`src/rtl/modport_fifo.sv`:
```
`default_nettype none
// ============================================================================
// Module      : modport_fifo
// Description : Single-clock synchronous FIFO with registered read data and
//               registered full/empty flags. The write side (we, data_in,
//               full) and read side (re, data_out, empty) are independent
//               ports sharing one clock.
// Revision    : 1.0 - initial release
// ============================================================================
module modport_fifo #(
  parameter int WIDTH = 8,
  parameter int DEPTH = 16
) (
  input  logic             clk,
  input  logic             rst,
  input  logic             we,
  input  logic [WIDTH-1:0] data_in,
  input  logic             re,
  output logic [WIDTH-1:0] data_out,
  output logic             full,
  output logic             empty
);

  localparam int                c_ADDR_W   = $clog2(DEPTH);
  localparam logic [c_ADDR_W-1:0] c_PTR_ONE  = c_ADDR_W'(1);
  localparam logic [c_ADDR_W:0]   c_CNT_ONE  = (c_ADDR_W + 1)'(1);
  localparam logic [c_ADDR_W:0]   c_CNT_FULL = (c_ADDR_W + 1)'(DEPTH);

  logic [WIDTH-1:0]    r_mem [DEPTH];
  logic [c_ADDR_W-1:0] r_wr_ptr;
  logic [c_ADDR_W-1:0] r_rd_ptr;
  logic [c_ADDR_W:0]   r_count;
  logic [WIDTH-1:0]    r_data_out;
  logic                r_full;
  logic                r_empty;

  logic                w_wr_ok;
  logic                w_rd_ok;
  logic [c_ADDR_W:0]   w_count_nxt;

  // Acceptance is judged from the registered flags, so a write on a full FIFO
  // is dropped even if a read frees a slot at the same edge.
  assign w_wr_ok = we & ~r_full;
  assign w_rd_ok = re & ~r_empty;

  // Next occupancy: unchanged when both or neither port is accepted.
  always_comb begin
    w_count_nxt = r_count;
    if (w_wr_ok && !w_rd_ok) begin
      w_count_nxt = r_count + c_CNT_ONE;
    end else if (!w_wr_ok && w_rd_ok) begin
      w_count_nxt = r_count - c_CNT_ONE;
    end
  end

  // Storage array; left uninitialised on reset because the pointers keep
  // stale entries unreachable.
  always_ff @(posedge clk) begin
    if (w_wr_ok) begin
      r_mem[r_wr_ptr] <= data_in;
    end
  end

  // Pointers, occupancy and flags; flags are registered from the next count
  // so they move on the same edge as the count itself.
  always_ff @(posedge clk or posedge rst) begin
    if (rst) begin
      r_wr_ptr <= '0;
      r_rd_ptr <= '0;
      r_count  <= '0;
      r_full   <= 1'b0;
      r_empty  <= 1'b1;
    end else begin
      if (w_wr_ok) begin
        r_wr_ptr <= r_wr_ptr + c_PTR_ONE;
      end
      if (w_rd_ok) begin
        r_rd_ptr <= r_rd_ptr + c_PTR_ONE;
      end
      r_count <= w_count_nxt;
      r_full  <= (w_count_nxt == c_CNT_FULL);
      r_empty <= (w_count_nxt == '0);
    end
  end

  // Read data register; holds its value whenever no read is accepted.
  always_ff @(posedge clk or posedge rst) begin
    if (rst) begin
      r_data_out <= '0;
    end else if (w_rd_ok) begin
      r_data_out <= r_mem[r_rd_ptr];
    end
  end

  assign data_out = r_data_out;
  assign full     = r_full;
  assign empty    = r_empty;

endmodule
`default_nettype wire

```
`config.mk`:
```
export PLATFORM = sky130hd
export DESIGN_NAME = modport_fifo
export DESIGN_NICKNAME = d
export VERILOG_FILES = /design/src/rtl/modport_fifo.sv
export SDC_FILE = /design/constraint.sdc
export NUM_CORES = 1
export LEC_CHECK = 0
export BUFFER_PORTS_ARGS = -buffer_cell sky130_fd_sc_hd__buf_2
export CORE_ASPECT_RATIO = 0.6
export CORE_MARGIN = 5
export CORE_UTILIZATION = 45
export CTS_CLUSTER_SIZE = 25
export DETAILED_ROUTE_END_ITERATION = 16
export PLACE_DENSITY = 0.63
export SLEW_MARGIN = 10
export SYNTH_ARGS = -nofsm -noshare
export SYNTH_HDL_FRONTEND = slang
export SYNTH_SLANG_ARGS = --single-unit
```
`constraint.sdc`:
```
create_clock -name clk -period 2.2 [get_ports clk]
set_input_delay 0.11 -clock clk [delete_from_list [all_inputs] [get_ports clk]]
set_output_delay 0.11 -clock clk [all_outputs]
set_load 0.03 [all_outputs]
```
==> flow_summary.json, run 1 <==
{
  "status": "complete, no violations",
  "hold_violations": 0,
  "ir_drop_mv": 0.585,
  "fp-row-count": 33,
  "worst_pin_slew_ps": 570,
  "slew_violations": 0,
  "cts_setup_buffers": 0,
  "ys_seq_elements": 151,
  "antenna_found_initial": 0,
  "vias": 3460,
  "antenna_left": 0,
  "endpoint_kind": "flip-flop",
  "relSlewSlack_pct": 62.0,
  "io_pins": 22,
  "crit_chain": "and2b_1 > and3_1 > or3_1 > a222oi_1 > nor2b_1",
  "maxCapViolations": 0,
  "ctsHoldBuffers": 1,
  "r2r-start": "empty",
  "synth_area_leader_cell": "edfxtp_1",
  "worst-setup-path-type": "reg -> reg",
  "cts_resized": 0,
  "htreeDepth": 4,
  "clock_latency_ps": 430,
  "port_buffers": 21,
  "cts_buffer_depth": 2,
  "start_util_pct": 45.4,
  "drc": 0,
  "crit_buf_inv": 0,
  "tns_ps": 0,
  "syn2layout_area_growth_pct": 14.6,
  "synth_area_leaders": "edfxtp_1 63%, mux2i_1 10%, dfrtp_1 9.0%, o22ai_1 2.4%, and2_1 1.9%",
  "cp_top_family": "simple AND/OR/NAND/NOR gates",
  "coreArea_sq_mm": 0.0135,
  "p_int_mw": 6.20,
  "clkPwrFrac_pct": 29.8,
  "synth_cell_types": 38,
  "slowest_stage": "dfstp_2",
  "fin_cells": 613,
  "die_h_um": 100,
  "rsz0062_at_grt": "false",
  "max_freq_ghz": 0.500,
  "dr.pass1.iters": 4,
  "switchingPower_mw": 3.16,
  "dieArea_sq_mm": 0.0161,
  "syn_area_sq_mm": 0.00613,
  "drtIter0Drc": 297,
  "clk_pin_slew_ps": 70,
  "ys_seq_area_share_pct": 72.1,
  "wl_per_cell_um": 21.6,
  "critPathLaunch": "empty",
  "synthCells": 394,
  "period_share_pct": 90.9,
  "grt_use_total_pct": 17.5,
  "cts_buffers": 17,
  "fin_crit_ps": 2000,
  "hold_class": "in -> reg",
  "drt_wl_total_um": 13200,
  "combinationalPowerShare_pct": 28.8,
  "grt_start_max_net_pins": 30,
  "setup_viol": 0,
  "power_density_mw_per_mm2": 1330,
  "synth_nets": 413,
  "syn_avg_cell_area_sq_um": 15.6,
  "grt_pass1_wl_um": 20700,
  "diodes": 0,
  "total_leakage_power_nw": 2.56,
  "grt_pass1_vias": 3535,
  "pwr-share-seq_pct": 41.4,
  "drive_above_1_share_pct": 15.5,
  "dieWidth_um": 161,
  "clock-root-buffer": "clkbuf_16",
  "arrival_ps": 2360,
  "dp_cells": 580,
  "fin_skew_ps": 17.0,
  "swShare_pct": 33.8,
  "synth_top_cell_area_share_pct": 62.7,
  "cts_tree": "built",
  "worst_path_largest_cell_delay_ps": 530,
  "place_congestion": 0.871,
  "layout.nets": 444,
  "hpwl_um": 8740,
  "crit_required_ps": 2560,
  "grt_overflow": 0,
  "vias_per_cell": 5.64,
  "cp-start-kind": "flip-flop",
  "yosysWarningCount": 0,
  "hp-start": "data_in[0]",
  "crit_fanout": 7,
  "clock_sinks": 151
}
[through the flow]
stage	total power [mW]	utilization [%]	setup slack, ps	hold WS [ps]	instance area (sq um)
floorplan	5.75	-	301	111	6130
detailed placement	6.61	47.8	246	194	6450
CTS	9.38	52.1	230	84.2	7030
global placement	6.55	47.8	329	192	6450
global route	9.81	52.1	136	92.3	7030
finish	9.36	52.1	201	91.3	7030
[state kept, by name (all words and copies together), names as in the netlist]
name	count
data_out	8
empty	1
full	1
r_count	5
r_mem	128
r_rd_ptr	4
r_wr_ptr	4
[synth_stat cells, drive strengths merged]
master and count:
nand2 9, nor2 15, buf 12, a222oi 1
o211ai 1, nand3 1, o22ai 24, inv 5
nor3b 1, xnor2 8, and2 20, or3 3
nor3 12, dfrtp 22, edfxtp 128, a22oi 1
ha 7, nand4 2, o21ai 19, and3 4
a21oi 7, nor4 2, nor2b 2, mux2i 64
nand2b 4, or4 8, or2 1, dfstp 1
o31ai 1, and2b 1, clkbuf 8
[cells by family after synthesis]
| family | synth area share, % |
|---|---|
| buf+inv | 2.06 |
| compound gates | 5.10 |
| xor+xnor | 1.14 |
| flops | 72.1 |
| simple gates | 7.75 |
| mux | 10.4 |
| fa+ha+maj | 1.43 |
[final cells by class]
type | instances | area, sq um
fillers | 1102 | 6470
flip-flops and latches | 151 | 4420
multi-input cells | 218 | 1590
clock buffers | 17 | 425
well taps | 175 | 219
repair buffers | 32 | 215
clock inverters | 15 | 141
inverters | 5 | 18.8
[layout by cell type (no fill, tap or decap), types with 9 or more instances in the layout]
master and count:
and2_1 19, buf_2 21, clkbuf_16 17, dfrtp_1 21, edfxtp_1 128, mux2i_1 64, nand2_1 9, nor2_1 15
nor3_1 12, o21ai_0 18, o22ai_1 24
[power by group through the flow]
stage                     Combinational [mW]  Sequential, mW  Clock [mW]
after detailed placement                2.68            3.93           0
after global routing                    2.93            3.92        2.96
after CTS                               2.69            3.87        2.82
final                                   2.70            3.87        2.79
after floorplan                         1.79            3.96           0
after global placement                  2.64            3.91           0
[final timing paths]
path,endpoint,slack (ps),cells after the start
setup / recovery,empty,200,5
hold / removal,r_mem[5][0],90,1
setup reg to reg,empty,200,5
hold reg to reg,r_count[4],490,1
max in group asynchronous,empty,1610,4
min in group asynchronous,r_rd_ptr[0],280,4
[routing by layer]
layer	part of all wire (%)	GRT usage [%]	wire [um]	vias up
met5	0	0	0	-
met4	0.95	5.24	126	0
met3	5.9	4.51	776	13
met2	44	24.8	5760	104
met1	50	26.7	6570	1758
li1	-	-	-	1585
No activity file was read; power rests on OpenSTA's default activity.
==> inputs of run 2 (changes only) <==
--- a/config.mk
+++ b/config.mk
@@ -9,9 +9,10 @@
 export CORE_ASPECT_RATIO = 0.6
 export CORE_MARGIN = 5
 export CORE_UTILIZATION = 45
-export CTS_CLUSTER_SIZE = 25
+export CTS_CLUSTER_SIZE = 16
 export DETAILED_ROUTE_END_ITERATION = 16
 export PLACE_DENSITY = 0.63
+export RECOVER_POWER = 25
 export SLEW_MARGIN = 10
 export SYNTH_ARGS = -nofsm -noshare
 export SYNTH_HDL_FRONTEND = slang
==> flow_summary.json, run 2 (synthesis results as in run 1) <==
{
  "status": "complete, no violations",
  "cp-start-kind": "flip-flop",
  "grt_pass1_wl_um": 20700,
  "place_congestion": 0.871,
  "switchingPower_mw": 3.15,
  "cts_tree": "built",
  "port_buffers": 21,
  "fin_crit_ps": 2000,
  "arrival_ps": 2350,
  "syn2layout_area_growth_pct": 14.5,
  "cts_setup_buffers": 0,
  "crit_buf_inv": 0,
  "fin_hold_ws_ps": 117,
  "total_leakage_power_nw": 2.55,
  "relSlewSlack_pct": 41.6,
  "total_power_mw": 9.35,
  "clk_pin_slew_ps": 70,
  "grt_pass1_vias": 3535,
  "reg2regPathDepth": 5,
  "htreeDepth": 4,
  "hold_violations": 0,
  "antenna_found_initial": 0,
  "drtIter0Drc": 287,
  "max_freq_ghz": 0.501,
  "clkPwrFrac_pct": 29.8,
  "worst-setup-path-type": "reg -> reg",
  "dieArea_sq_mm": 0.0161,
  "grt_use_total_pct": 17.5,
  "combinationalPowerShare_pct": 28.8,
  "ir_drop_mv": 0.578,
  "hold_class": "in -> reg",
  "layout_common_cells": "128 x edfxtp_1, 64 x mux2i_1, 24 x o22ai_1, 21 x dfrtp_1, 19 x and2_1",
  "dieWidth_um": 161,
  "drt_wl_total_um": 13200,
  "antenna_left": 0,
  "coreArea_sq_mm": 0.0135,
  "worst_pin_slew_ps": 876,
  "placed_area_sq_mm": 0.00645,
  "largest_register_ffs": 128,
  "vias_per_cell": 5.62,
  "final_common_cell": "edfxtp_1",
  "fp-row-count": 33,
  "hold_depth": 1,
  "nFillCells": 1105,
  "hpwl_um": 8740,
  "period_share_pct": 90.7,
  "p_int_mw": 6.20,
  "slew_violations": 0,
  "clock_latency_ps": 420,
  "drive_above_1_share_pct": 14.2,
  "pwr-share-seq_pct": 41.4,
  "path_depth": 5,
  "die_h_um": 100,
  "diodes": 0,
  "largest-register": "r_mem",
  "start_util_pct": 45.4,
  "layout.nets": 444,
  "setup_slack_ps": 204,
  "dp_slack_ps": 246,
  "swShare_pct": 33.7,
  "wl_per_cell_um": 21.6,
  "crit_required_ps": 2550,
  "cts_buffers": 17,
  "endpoint_kind": "flip-flop",
  "fin_skew_ps": 15.8,
  "setup_viol": 0,
  "dr.pass1.iters": 4,
  "tns_ps": 0,
  "drc": 0,
  "maxCapViolations": 0,
  "rsz0062_at_grt": "false",
  "cts_resized": 0,
  "worst_path_largest_cell_delay_ps": 530,
  "vias": 3445,
  "cp_top_family": "simple AND/OR/NAND/NOR gates",
  "crit_fanout": 7,
  "grt_start_max_net_pins": 30,
  "slowest_stage": "dfstp_2",
  "crit_chain": "and2b_1 > and3_1 > or3_1 > a222oi_1 > nor2b_1",
  "power_density_mw_per_mm2": 1330,
  "io_pins": 22,
  "clock-root-buffer": "clkbuf_16",
  "cts_buffer_depth": 2,
  "clock_sinks": 151,
  "multi_input_area_sq_mm": 0.00159,
  "register_area_sq_mm": 0.00442,
  "grt_overflow": 0,
  "final_area_sq_mm": 0.00702
}
-- run 2: cell types whose count changed in the layout (fill, tap and decap cells not counted) --
cell / delta
buf_2: -6
clkbuf_1: +6
-- run 2: final timing paths --
| kind | startpoint | endpoint | slack [ps] |
|---|---|---|---|
| max in group asynchronous | rst | empty | 1600 |
| min in group asynchronous | rst | r_rd_ptr[0] | 290 |
| worst max register to register | empty | empty | 200 |
| worst min-delay path | data_in[6] | r_mem[5][6] | 120 |
| worst max-delay path | empty | empty | 200 |
| worst min register to register | r_count[4] | r_count[4] | 490 |
-- run 2: timing repair --
| item | 4_1_cts | 5_1_grt |
|---|---|---|
| hold buffers | 1 | 0 |
| endpoints found under the setup margin | 0 | 0 |
| endpoints found under the hold margin | 22 | 0 |
-- run 2: cell type report --
type | count | share of cell area, %
clock buffer | 17 | 6.06
multi-input combinational | 218 | 22.6
inverter | 5 | 0.267
tap | 175 | 3.12
clock inverter | 15 | 2.01
timing repair buffer | 32 | 2.96
sequential | 151 | 63.0
-- run 2: power groups by stage --
stage | clock network [mW] | logic, mW | registers (mW)
floorplan | 0 | 1.79 | 3.96
global placement | 0 | 2.64 | 3.91
detailed placement | 0 | 2.68 | 3.93
CTS | 2.82 | 2.69 | 3.87
global route | 2.96 | 2.93 | 3.92
finish | 2.79 | 2.69 | 3.87
-- run 2: per-stage QoR --
stage	cells	utilization (%)
4_1_cts	613	52.1
5_1_grt	613	52.0
2_1_floorplan	394	-
3_3_place_gp	580	47.8
6_report	613	52.0
3_5_place_dp	580	47.8
-- run 2: metal layers --
layer / wire (um) / global-route usage (%) / vias up
met5: 0 / 0 / -
met4: 104 / 5.24 / 0
met2: 5770 / 24.8 / 88
met3: 757 / 4.51 / 11
li1: - / - / 1584
met1: 6590 / 26.7 / 1762
